--- config.mk ---
export PLATFORM = sky130hd
export DESIGN_NAME = readout_sequencer
export DESIGN_NICKNAME = d
export VERILOG_FILES = /design/src/rtl/readout_sequencer.sv
export SDC_FILE = /design/constraint.sdc
export NUM_CORES = 1
export LEC_CHECK = 0
export ABC_AREA = 1
export CAP_MARGIN = 5
export CORE_MARGIN = 2
export CORE_UTILIZATION = 49
export CTS_CLUSTER_DIAMETER = 60
export DETAILED_ROUTE_END_ITERATION = 12
export HOLD_SLACK_MARGIN = 0.12
export PLACE_DENSITY = 0.88
export SYNTH_ARGS = -nofsm -noshare
export SYNTH_HDL_FRONTEND = slang
export SYNTH_SLANG_ARGS = --single-unit
--- constraint.sdc ---
create_clock -name sclk -period 3.6 [get_ports sclk]
set_clock_uncertainty 0.2 [all_clocks]
set_input_delay 0.36 -clock sclk [delete_from_list [all_inputs] [get_ports sclk]]
set_output_delay 0.36 -clock sclk [all_outputs]
set_load 0.03 [all_outputs]
--- src/rtl/readout_sequencer.sv ---
// Bulk readout sequencer: walks channels/registers, strobes each register into the
// serializer and meters NBITS shift cycles. Optional channel skipping: READOUT_CHAN_SKIP_EN.
module readout_sequencer #(
  parameter int NCHAN     = 8,
  parameter int NREG      = 7,
  parameter int NBITS     = 8,
  parameter int BASE_ADDR = 4
) (
  input  logic             sclk,
  input  logic             rst,
  input  logic             start,
  input  logic             abort,
  input  logic [NCHAN-1:0] chan_mask,
  input  logic             out_ready,
  output logic [NCHAN-1:0] load_cnt_ser,
  output logic [2:0]       select_reg,
  output logic             load_strobe,
  output logic             shift_en,
  output logic [5:0]       cur_addr,
  output logic             busy,
  output logic             done
);

  localparam int CW = (NCHAN > 1) ? $clog2(NCHAN) : 1;
  localparam int BW = (NBITS > 1) ? $clog2(NBITS) : 1;

  typedef enum logic [1:0] {
    ST_IDLE,
    ST_LOAD,
    ST_SHIFT,
    ST_DONE
  } state_t;

  state_t           state_reg, state_next;
  logic [CW-1:0]    chan_reg, chan_next;
  logic [2:0]       sel_reg, sel_next;
  logic [BW-1:0]    bit_reg, bit_next;
  logic [NCHAN-1:0] mask_reg, mask_next;

  logic [NCHAN-1:0] start_mask;
  logic [NCHAN-1:0] active_mask;
  logic [NCHAN-1:0] higher_mask;
  logic             first_found, next_found;
  logic [CW-1:0]    first_idx, next_idx;
  logic             in_reg;

`ifdef READOUT_CHAN_SKIP_EN
  assign start_mask = chan_mask;
`else
  // Without skipping every channel is visited regardless of the requested mask.
  assign start_mask = chan_mask | {NCHAN{1'b1}};
`endif
  assign active_mask = mask_reg;

  genvar gi;
  generate
    for (gi = 0; gi < NCHAN; gi++) begin : g_chan
      assign higher_mask[gi]  = active_mask[gi] && (CW'(gi) > chan_reg);
      assign load_cnt_ser[gi] = in_reg && (chan_reg == CW'(gi));
    end
  endgenerate

  // Lowest set bit wins: scan from the top so the last hit is the lowest index.
  always_comb begin
    first_found = 1'b0;
    first_idx   = '0;
    next_found  = 1'b0;
    next_idx    = '0;
    for (int i = NCHAN - 1; i >= 0; i--) begin
      if (start_mask[i]) begin
        first_found = 1'b1;
        first_idx   = CW'(i);
      end
      if (higher_mask[i]) begin
        next_found = 1'b1;
        next_idx   = CW'(i);
      end
    end
  end

  always_ff @(posedge sclk) begin
    if (rst) begin
      state_reg <= ST_IDLE;
      chan_reg  <= '0;
      sel_reg   <= '0;
      bit_reg   <= '0;
      mask_reg  <= '0;
    end else begin
      state_reg <= state_next;
      chan_reg  <= chan_next;
      sel_reg   <= sel_next;
      bit_reg   <= bit_next;
      mask_reg  <= mask_next;
    end
  end

  always_comb begin
    state_next = state_reg;
    chan_next  = chan_reg;
    sel_next   = sel_reg;
    bit_next   = bit_reg;
    mask_next  = mask_reg;
    if (abort && (state_reg != ST_IDLE)) begin
      state_next = ST_IDLE;
      chan_next  = '0;
      sel_next   = '0;
      bit_next   = '0;
    end else begin
      case (state_reg)
        ST_IDLE: begin
          if (start) begin
            mask_next = start_mask;
            sel_next  = '0;
            bit_next  = '0;
            if (first_found) begin
              chan_next  = first_idx;
              state_next = ST_LOAD;
            end else begin
              chan_next  = '0;
              state_next = ST_DONE;
            end
          end
        end
        ST_LOAD: begin
          bit_next   = '0;
          state_next = ST_SHIFT;
        end
        ST_SHIFT: begin
          if (out_ready) begin
            if (bit_reg == BW'(NBITS - 1)) begin
              bit_next = '0;
              if (sel_reg < 3'(NREG - 1)) begin
                sel_next   = sel_reg + 3'd1;
                state_next = ST_LOAD;
              end else if (next_found) begin
                chan_next  = next_idx;
                sel_next   = '0;
                state_next = ST_LOAD;
              end else begin
                state_next = ST_DONE;
              end
            end else begin
              bit_next = bit_reg + BW'(1);
            end
          end
        end
        ST_DONE: begin
          chan_next  = '0;
          sel_next   = '0;
          bit_next   = '0;
          state_next = ST_IDLE;
        end
        default: state_next = ST_IDLE;
      endcase
    end
  end

  assign in_reg      = (state_reg == ST_LOAD) || (state_reg == ST_SHIFT);
  assign select_reg  = in_reg ? sel_reg : 3'd0;
  assign cur_addr    = in_reg ? 6'(BASE_ADDR + NREG * int'(chan_reg) + int'(sel_reg)) : 6'd0;
  assign load_strobe = (state_reg == ST_LOAD);
  assign shift_en    = (state_reg == ST_SHIFT) && out_ready;
  assign busy        = (state_reg != ST_IDLE);
  assign done        = (state_reg == ST_DONE);

endmodule

Yosys cells after proc, flatten, opt, wreduce, memory -nomap -nowiden
Index checks and enable logic that the tools add are counted.
W data, S select, Z words.
- logic and storage cells: 105
- input port bits: 13
- output and inout port bits: 21
- register bits after elaboration: 12
- bitwise operators: 1
- magnitude comparators: 9
- multipliers: 1
- mux-type cells: 38
- equality and inequality tests: 17
- reduce and logical (&&, ||, !) cells: 30
- $add $sub $neg: 4
- operators by type and width (kind ; count):
    $mux W3 ; 20
    $pmux W3 S3 ; 3
    $logic_and A1 B1 Y1 ; 18
    $eq A3 B3 Y1 const B ; 5
    $gt A3 B3 Y1 const A ; 4
    $mux W2 ; 5
    $ne A2 B2 Y1 const B ; 5
    $mux W1 ; 8
    $pmux W2 S4 ; 1
    $add A3 B1 Y3 const B ; 2
    $add A3 B6 Y6 const A ; 1
    $add A6 B3 Y6 ; 1
    $eq A3 B2 Y1 const B ; 2
    $gt A1 B3 Y1 const A ; 2
    $gt A2 B3 Y1 const A ; 2
    $mul A3 B3 Y6 const A ; 1
    $mux W6 ; 1
    $reduce_and A3 Y1 ; 2
    $reduce_and A6 Y1 ; 1
    $reduce_and A5 Y1 ; 1
    $eq A2 B2 Y1 const B ; 2
    $reduce_or A2 Y1 ; 2
    $eq A3 B1 Y1 const B ; 1
    $logic_not A3 Y1 ; 1
    other kinds (9) ; 9

Logic depth before layout (Yosys ltp)
- depth in word-level cells: 15
- gate-level depth with buffers: 13
- mapped depth without buffers: 13

Least setup slack after synthesis
No wires, ideal clock.
- kind: reg2out
- start point: register chan_reg[2]
- end point: output cur_addr[4]
- arrival: 2.968 ns
- stages on the path, launching flop included: 12
- slack: 0.072 ns
- required time: 3.040 ns
- path through: dfxtp_1 inv_2 ha_1 inv_1 ha_1 xnor2_1 fa_1 inv_1 ha_1 fa_1 xnor2_1 nor2_1
- cells in the longest elaborated chain, start to end: 4
- ends and longest elaborated chain (item ; RTL line ; RTL):
    start, declared ; 35 ; logic [CW-1:0] chan_reg, chan_next;
    start signal, assigned ; 90 ; chan_reg <= chan_next;
    $mul A3 B3 Y6 ; 160 ; assign cur_addr = in_reg ? 6'(BASE_ADDR + NREG * int'(chan_reg) + int'(sel_reg)) : 6'd0;
    $add A3 B6 Y6 ; 160 ;
    $add A6 B3 Y6 ; 160 ;
    $mux W6 ; 160 ;
    end, declared ; 19 ; output logic [5:0] cur_addr,
Every way passes these cells.

Final worst setup path
- start point: register chan_reg[1]
- end point: output cur_addr[3]
The elaborated chain is that of the path after synthesis.

==> flow_summary.ini <==
[min_path]
hold_end = bit_reg[1]
hp-start = bit_reg[1]
hold_depth = 2
min_path_type = reg2reg

[setup_path]
critPathKind = reg2out
critPathBufInv = 4
cp-start-kind = register
r2r-end = chan_reg[1]
crit_family = adder cells
worst_path_max_delay_cell = fa_2
crit_chain = buf_4 > ha_1 > ha_4 > xnor2_2 > fa_1 > inv_1 > ha_2 > fa_2 > nand2_1 > inv_1 > buf_6
path_common_cell = inv_1
r2r_slack_ns = 1.59
crit_fanout = 7
worstPathArrival_ns = 2.89
timing.rr.start = state_reg[0]
endpoint_kind = primary output
required_ns = 3.04
critical-path-max-stage-delay_ns = 0.51
reg2regPathDepth = 11

[clock_tree]
cts_num_sinks = 12
postCtsHoldBufs = 0
clock-root-buffer = clkbuf_4
clock_path_buffers = 2
path_clk_slew_ns = 0.07
cts_tree = built
cts_max_level = 1
numCtsBuffers = 3
insertion_delay_ns = 0.27

[synth]
yosys.area_share.simple_pct = 33.3
synth_nets = 229
synth_top_family_by_area = simple AND/OR/NAND/NOR gates
ys_types = 28
synthMuxAreaShare_pct = 0
synth_area_um2 = 1340
syn_avg_cell_area_um2 = 7.07
post-synth-top-count-cell = nand2_1
synth_largest_area_cell = ha_1
synth_common_cells = nand2_1 (41), inv_1 (30), ha_1 (24), nor2_1 (16), a21oi_1 (13)
synth_edf_count = 0
synth_area_leaders = ha_1 (22%), dfxtp_1 (18%), nand2_1 (11%)
synth_xor_area_share_pct = 1.30
async_flop_share_pct = 0
synth_warnings = 0
synthAdderAreaFrac_pct = 25.3
ys_ff_latch = 12
synth_top_cell_area_share_pct = 22.3
seq_area_frac_synth_pct = 17.9
synth_compound_area_share_pct = 11.5
netlist_instances = 190
dominantRegCellSynth = dfxtp_1

[placement]
gp_congestion = 0.784
post-place-ws_ns = 0.273
dp_hpwl_um = 2180
dpl_cell_area_um2 = 1640
io_buffers = 25

[outcome]
status = complete, no violations

[timing]
setup_viol = 0
tightest_slew_ns = 0.317
fin_crit_ns = 3.45
max_freq_mhz = 290
final-hold-violation-count = 0
min_period_over_period_pct = 95.9
slew_headroom_pct = 78.8
finalSetupTns_ns = 0
setup_ws_ns = 0.147
holdWs_ns = 0.281
report.final.slew_viol_count = 0
rsz0062_at_grt = false

[floorplan]
design.core.area_um2 = 2540
die_x_um = 56.4
die_h_um = 56.4
rows = 18
dieArea_um2 = 3180
start_util_pct = 52.8
io_pins = 34

[job]
drv_cap = 0

[grt]
gr-usage-all-layers_pct = 17.6
first_global_vias = 1116
grt_max_degree = 11
antenna_found_initial = 0
gr-total-overflow = 0
grt_first_pass_wirelength_um = 4600

[finish]
layout.nets = 260
antennaDiodeCount = 0
fin_util_pct = 66.6
fin_area_um2 = 1700
area_delta_synth_final_pct = 26.2
drive_above_1_share_pct = 21.5

[detailed_routing]
totalWireLength_um = 2770
wl_per_cell_um = 11.1
initialDrtViolationCount = 28
vias = 1259
drt_pass1_iterations = 4
detail_route.vias_per_cell = 5.06
drc = 0
drtAntennaViolNets = 0

[power_and_ir_drop]
vdd_drop_max_mv = 0.441
p_leak_nw = 0.880
p_per_area_nw_per_um2 = 697
==> power breakdown <==
part           switching [mW]  internal [mW]
registers              0.0507          0.171
logic                   0.556          0.323
clock network          0.0413         0.0387
total                   0.648          0.533
==> layer usage <==
layer	vias up	GRT usage [%]	wire length, um
met1	567	22.5	1310
met4	0	3.40	30
met3	4	4.38	93
li1	663	-	-
met5	-	0	0
met2	25	29.9	1340
==> layout by cell type (no fill, tap or decap), types with 2 or more instances in the layout <==
master           count
clkdlybuf4s50_1     21
buf_4                4
o21ai_0              3
dfxtp_2              3
nor2_2               3
dfxtp_1              9
inv_1               28
nor2_4               2
o21ai_2              2
nand3_2              2
nor3_1               2
clkbuf_4             3
ha_1                22
nand3_1              9
inv_2                8
nand2_4              3
nand3_4              2
nand2_2              4
nor2_1              16
a21oi_2              4
nand2_1             41
a21oi_1             12
==> worst reg2reg max path: stages, from the launching register on <==
cell     delay, ns
dfxtp_1       0.35
inv_1         0.09
ha_1          0.23
inv_2         0.15
o21ai_2       0.13
inv_2         0.10
nand2_4       0.07
nor2_4        0.16
o21ai_0       0.11
nor2_1        0.15
nand3_1       0.09
a21oi_1       0.12
==> how the worst max path moves through the flow <==
stage | start | slack [ns] | to | cells past startpoint
2_1_floorplan | chan_reg[2] | 0.07 | cur_addr[4] | 11
3_3_place_gp | chan_reg[2] | 0.32 | cur_addr[2] | 11
3_5_place_dp | chan_reg[2] | 0.27 | cur_addr[2] | 11
6_report | chan_reg[1] | 0.15 | cur_addr[3] | 11
5_1_grt | chan_reg[1] | 0.004 | cur_addr[3] | 11
4_1_cts | chan_reg[2] | 0.02 | cur_addr[4] | 12
==> per-stage QoR <==
step | cells | power (mW)
4_1_cts | 249 | 1.15
3_5_place_dp | 246 | 1.07
5_1_grt | 249 | 1.30
3_3_place_gp | 246 | 1.05
6_report | 249 | 1.18
2_1_floorplan | 190 | 0.835
==> logic make-up (layout without fill, tap and decap cells) <==
family / count (synthesis) / count (layout)
adders and majority gates: 26 / 26
DFF: 12 / 12
xor gates and xnor gates: 2 / 2
and+or+nand+nor: 87 / 87
buffers and inverters: 38 / 67
AOI/OAI and AO/OA: 25 / 25
==> cell type report <==
| cell class | instances | area [um2] |
|---|---|---|
| fill | 224 | 850 |
| timing repair buffer | 27 | 260 |
| clock buffer | 3 | 22.5 |
| multi-input combinational | 140 | 990 |
| tap | 30 | 37.5 |
| sequential | 12 | 244 |
| inverter | 37 | 141 |
==> timing repair <==
action / CTS / global route
resized for setup: 1 / 12
pin swaps: 0 / 1
setup endpoints to repair: 1 / 3
buffers inserted: 0 / 0
endpoints found under the hold margin: 0 / 0
Power figures use the tool's default switching activity.
